<file path="src/rtl/norm_shift64_pkg.sv">
// rtl/norm_shift64_pkg.sv - shared widths and stage payload for the normaliser
package norm_shift64_pkg;

  localparam int DATA_W = 64;
  localparam int SH_W   = 7;
  localparam int EXP_W  = 11;

  // In S1 the sh field carries the raw 6-bit count; in S2 it is the applied shift.
  typedef struct packed {
    logic [DATA_W-1:0] data;
    logic [SH_W-1:0]   sh;
    logic [EXP_W-1:0]  exp;
    logic              zero;
    logic              uflow;
  } stage_t;

endpackage

</file>
<file path="src/rtl/norm_shift_core.sv">
// rtl/norm_shift_core.sv - combinational clamp-and-shift between S1 and S2
module norm_shift_core
  import norm_shift64_pkg::*;
(
  input  stage_t s1Stage,
  output stage_t s2Stage
);

  logic [5:0]      lzc;
  logic            clamp;
  logic [SH_W-1:0] shAmt;

  // Shift is the leading-zero count, limited so the exponent never goes below zero.
  always_comb begin
    lzc   = s1Stage.sh[5:0];
    clamp = ({{(EXP_W-6){1'b0}}, lzc} > s1Stage.exp);
    shAmt = clamp ? s1Stage.exp[SH_W-1:0] : {1'b0, lzc};
    s2Stage = '0;
    if (s1Stage.zero) begin
      s2Stage.zero = 1'b1;
    end else begin
      s2Stage.data  = s1Stage.data << shAmt;
      s2Stage.sh    = shAmt;
      s2Stage.exp   = s1Stage.exp - {{(EXP_W-SH_W){1'b0}}, shAmt};
      s2Stage.uflow = clamp;
    end
  end

endmodule

</file>
<file path="src/rtl/norm_shift64.sv">
// rtl/norm_shift64.sv - two-stage normalising left shifter with valid/ready handshake
module norm_shift64
  import norm_shift64_pkg::*;
(
  input  logic              clk,
  input  logic              rst,
  input  logic              in_valid,
  output logic              in_ready,
  input  logic [DATA_W-1:0] in_data,
  input  logic [7:0]        in_lzc,
  input  logic [EXP_W-1:0]  in_exp,
  output logic              out_valid,
  input  logic              out_ready,
  output logic [DATA_W-1:0] out_data,
  output logic [SH_W-1:0]   out_shift,
  output logic [EXP_W-1:0]  out_exp,
  output logic              out_zero,
  output logic              out_uflow
);

  stage_t s1Q;
  stage_t s2Q;
  stage_t coreOut;
  logic   s1Valid;
  logic   s2Valid;
  logic   s2Load;
  logic   inXfer;

  // S2 can take new content when empty or when its result leaves this cycle.
  assign s2Load   = !s2Valid || out_ready;
  assign in_ready = !s1Valid || s2Load;
  assign inXfer   = in_valid && in_ready;

  norm_shift_core u_core (
    .s1Stage (s1Q),
    .s2Stage (coreOut)
  );

  // S1: capture operand, raw count and exponent; zero is detected locally since the LZC reports 0 for zero.
  always_ff @(posedge clk or posedge rst) begin
    if (rst) begin
      s1Valid <= 1'b0;
      s1Q     <= '0;
    end else begin
      if (in_ready) s1Valid <= in_valid;
      if (inXfer) begin
        s1Q.data  <= in_data;
        s1Q.sh    <= {1'b0, in_lzc[5:0]};
        s1Q.exp   <= in_exp;
        s1Q.zero  <= ~|in_data;
        s1Q.uflow <= 1'b0;
      end
    end
  end

  // S2: hold the shifted result; payload only changes when a valid S1 entry moves in.
  always_ff @(posedge clk or posedge rst) begin
    if (rst) begin
      s2Valid <= 1'b0;
      s2Q     <= '0;
    end else if (s2Load) begin
      s2Valid <= s1Valid;
      if (s1Valid) s2Q <= coreOut;
    end
  end

  assign out_valid = s2Valid;
  assign out_data  = s2Q.data;
  assign out_shift = s2Q.sh;
  assign out_exp   = s2Q.exp;
  assign out_zero  = s2Q.zero;
  assign out_uflow = s2Q.uflow;

endmodule

</file>
<file path="config.mk">
export PLATFORM = sky130hd
export DESIGN_NAME = norm_shift64
export DESIGN_NICKNAME = d
export VERILOG_FILES = /design/src/rtl/norm_shift64_pkg.sv /design/src/rtl/norm_shift_core.sv /design/src/rtl/norm_shift64.sv
export SDC_FILE = /design/constraint.sdc
export NUM_CORES = 1
export LEC_CHECK = 0
export ABC_AREA = 1
export CAP_MARGIN = 0
export CORE_MARGIN = 1.5
export CORE_UTILIZATION = 42
export CTS_BUF_LIST = sky130_fd_sc_hd__clkbuf_8
export DETAILED_ROUTE_END_ITERATION = 12
export PLACE_DENSITY = 0.66
export SYNTH_ARGS = -nofsm -noshare
export SYNTH_HDL_FRONTEND = slang
export SYNTH_HIERARCHICAL = 1
export SYNTH_SLANG_ARGS = --single-unit
</file>
<file path="constraint.sdc">
create_clock -name clk -period 13.85 [get_ports clk]
set_input_delay 3.4625 -clock clk [delete_from_list [all_inputs] [get_ports clk]]
set_output_delay 3.4625 -clock clk [all_outputs]
set_load 0.01 [all_outputs]
</file>
### Yosys cells after proc, flatten, opt, wreduce, memory -nomap -nowiden

Cells that the tools add are included.

* add/subtract/negate cells: 1
* multipliers: 0
* div/mod/pow operators: 0
* order comparisons: 1
* equality and inequality tests: 0
* shift operators: 1
* mux-type cells: 4
* bitwise operators: 0
* reduce and logical (&&, ||, !) cells: 8

Operator list (count)
* two-way mux 82 bit: 1
* OR reduction 64 bit: 1
* << shifter 64 x 7 -> 64 bit: 1
* > comparator 6 x 11 -> 1 bit: 1
* subtractor 11 x 7 -> 11 bit: 1
* two-way mux 7 bit: 1
* logical NOT 1 bit: 3
* logical OR 1 bit: 2
* two-way mux 1 bit: 2
* AND reduction 2 bit: 1
* logical AND 1 bit: 1

* bits in registers: 168
* latch bits: 0
* RAM bits: 0
* memory bits (read-only): 0
* bits of input ports: 87
* output and inout port bits: 86
* word-level logic and storage cells: 26
* memories: 0

### Depth between registers and ports, before layout

* depth after elaboration: 4
* gate-level depth with buffers: 24
* gate-level depth less buffers: 22

### Hierarchy

Netlist, hierarchy kept.

By module, submodules not included
* norm_shift64: times used 1, cells an instance 428, area an instance 6774.0 um^2, seq. area each 4204.0 um^2
* norm_shift_core: times used 1, cells an instance 1104, area an instance 5165.0 um^2, seq. area each 0.0 um^2

### Worst setup path after synthesis

OpenSTA, ideal clock, no wires.

* path type: input to output
* from: input port out_ready
* to: output port in_ready
* arrival time: 3652 ps
* data required time: 10387 ps
* setup slack: 6736 ps
* stages: 2
* buffers on the path: 0
* path through: inv_1 nand3_2

* cells in the longest elaborated chain, start to end: 2

Ends and longest elaborated chain
* from (decl): RTL line norm_shift64.sv:13 `input logic out_ready,`
* logical OR 1 bit: RTL line norm_shift64.sv:30 `assign s2Load = !s2Valid || out_ready;`
* logical OR 1 bit: RTL line norm_shift64.sv:31 `assign in_ready = !s1Valid || s2Load;`
* to (decl): RTL line norm_shift64.sv:8 `output logic in_ready,`

Every way passes these cells.

### Final worst setup path

Ends and elaborated chain as after synthesis.

==> flow_summary_export.csv <==
group,metric,value,unit
run_status,outcome,"complete, no violations",
power,power.net_switching,0.977,mW
critical_path,required,10.39,ns
global_route,grt_overflow,0,
worst_hold_path,whs_path_depth,2,
critical_path,crit_path_max_fanout,4,
global_route,grt_max_degree,101,
power,pwr-share-seq,31.3,%
power,p_int,1.32,mW
critical_path,worst_path_largest_cell_delay,0.57,ns
drt,first_iter_violations,1643,
timing,setup_tns,0,ns
placement,placedCellCount,1992,
power,ir_drop,65.6,µV
layout,final_nets,1728,
timing,hold_viol_final,0,
layout,instances_no_fill,2023,
layout,final_core_util,50.5,%
power,power.density,163,nW/µm²
timing,grt_setup_unrepaired,"false",
timing,period_share,58.9,%
cts,clock-root-buffer,"clkbuf_8",
critical_path,cp-end-kind,"primary output",
timing,relSlewSlack,30.3,%
critical_path,path_cells,"clkdlybuf4s50_1 > inv_1 > nand3_2 > clkdlybuf4s50_1",
placement,io_buffers,170,
synthesis,synth_cells,1531,
placement,placed_area,13700,µm²
cts,post_cts_resized,0,
power,power.leakage,6.79,nW
synthesis,syn-num-nets,1626,
floorplan,initial_utilization,42.8,%
drt,drt_pre_antenna_iters,7,
synthesis,yosysWarnings,6,
critical_path,crit_buf_inv,3,
power,p_comb_share,53.4,%
floorplan,die-height,172,µm
timing,min_period,8.16,ns
drt,num_vias,11361,
timing,drv_slew,0,
floorplan,die-area,29400,µm²
power,report.power.total,2.29,mW
global_route,grt_usage,25.6,%
drt,wl_per_cell,18.3,µm
global_route,antenna_found_initial,0,
critical_path,cpMaxStageDelayCell,"clkdlybuf4s50_1",
synthesis,syn_area,11900,µm²
critical_path,critical_path_class,"input port to primary output",
critical_path,cp-start-kind,"input port",
placement,place.gp.congestion,0.950,
cts,clkTransAtPathRegs,0.09,ns
timing,fin_skew,0.0184,ns
critical_path,r2r_slack,9.42,ns
cts,clock_latency,0.47,ns
critical_path,crit_top_cell,"clkdlybuf4s50_1",
floorplan,row_count,61,
global_route,grt_pass1_vias,10283,
timing,setup_viol,0,
floorplan,fp.dieW,172,µm
cts,post_cts_buffers,0,
power,sw_frac_of_total,42.6,%
drt,drc,0,
floorplan,pin_count,173,
drt,ant_nets,0,
layout,layout-drive-gt1-share,14.0,%
drt,wl,36900,µm
critical_path,cp_top_family,"buffers and inverters",
cts,cts_inserted_buffers,17,
cts,clock_path_buffers,2,
floorplan,core_area,27900,µm²
power,p_clk_share,15.3,%
synthesis,syn_avg_cell_area,7.80,µm²
placement,dp_hpwl,26700,µm
cts,cts.hold.buffers_added,0,
cts,htree_levels,4,
worst_hold_path,hp-class,"register to register",
global_route,grt_pass1_wl,57500,µm
timing,timing.fmax,0.122,GHz
drt,viasPerCell,5.62,
cts,clock_sinks,168,
layout,diodes,0,
layout,area_growth,17.9,%
job,cap_violations,0,
critical_path,worst_r2r_path_depth,21,
critical_path,path_depth,4,
timing,tightest_slew,1.04,ns
layout,fin_area,14100,µm²
cts,tritoncts,"done",
critical_path,cp.arrival,4.70,ns
[registers in the layout (all words and copies together) (netlist names)]
signal     count
out_data      64
out_exp       11
out_shift      7
out_uflow      1
out_valid      1
out_zero       1
s1Q           82
s1Valid        1
[final cells by class]
class                           instances  area, µm²
Sequential cell                       168       4200
Multi-Input combinational cell       1157       6810
Inverter                              103        392
Timing Repair Buffer                  186       1820
Tap cell                              378        473
Clock buffer                           17        234
Clock inverter                         14        145
Fill cell                            2704      13800
[final timing paths]
path,start,to
min reg2reg,s1Q[23]$_DFFE_PP0P_,s1Q[23]$_DFFE_PP0P_
min,s1Q[23]$_DFFE_PP0P_,s1Q[23]$_DFFE_PP0P_
min in group asynchronous,rst,out_zero$_DFFE_PP0P_
max reg2reg,s1Q[6]$_DFFE_PP0P_,out_data[52]$_DFFE_PP0P_
max in group asynchronous,rst,s1Q[1]$_DFFE_PP0P_
max,out_ready,in_ready
[through the flow]
stage / hold slack [ns] / setup WS (ns)
after floorplan: 0.453 / 5.84
after global placement: 0.468 / 5.69
after detailed placement: 0.480 / 5.70
after CTS: 0.503 / 5.69
after global routing: 0.510 / 5.62
final: 0.498 / 5.69
[power groups by stage]
stage          clock network, mW  registers (mW)  logic (mW)
3_5_place_dp                   0           0.729        1.21
5_1_grt                    0.380           0.737        1.33
2_1_floorplan                  0           0.749       0.740
3_3_place_gp                   0           0.724        1.19
6_report                   0.350           0.718        1.23
4_1_cts                    0.360           0.718        1.21
[worst min-delay path, cell delays in order, from the launching register on]
cell,delay (ns)
dfrtp_1,0.35
nand2_1,0.06
o21ai_0,0.06
[cells in the final DEF (no fill, tap or decap), types with 5 or more instances in the layout]
cell type        count
nand2_2              5
nand3_1            557
nor2_1              95
and3_1               7
nand4_1              9
clkdlybuf4s50_1    170
mux2_4              69
dfrtp_1            168
inv_1               97
buf_4               16
nand2_1            268
a21oi_1              7
nor3_1              10
o21ai_0              8
clkbuf_8            17
ha_1                 8
mux2_2              92
[per-layer routing]
layer | GRT usage [%] | vias up | part of all wire [%]
li1 | - | 5447 | -
met1 | 38.3 | 5309 | 47
met2 | 37.0 | 551 | 42
met3 | 4.95 | 54 | 9.4
met4 | 7.55 | 0 | 2.0
met5 | 0 | - | 0
Note: power is estimated with default switching activity, not from simulation.
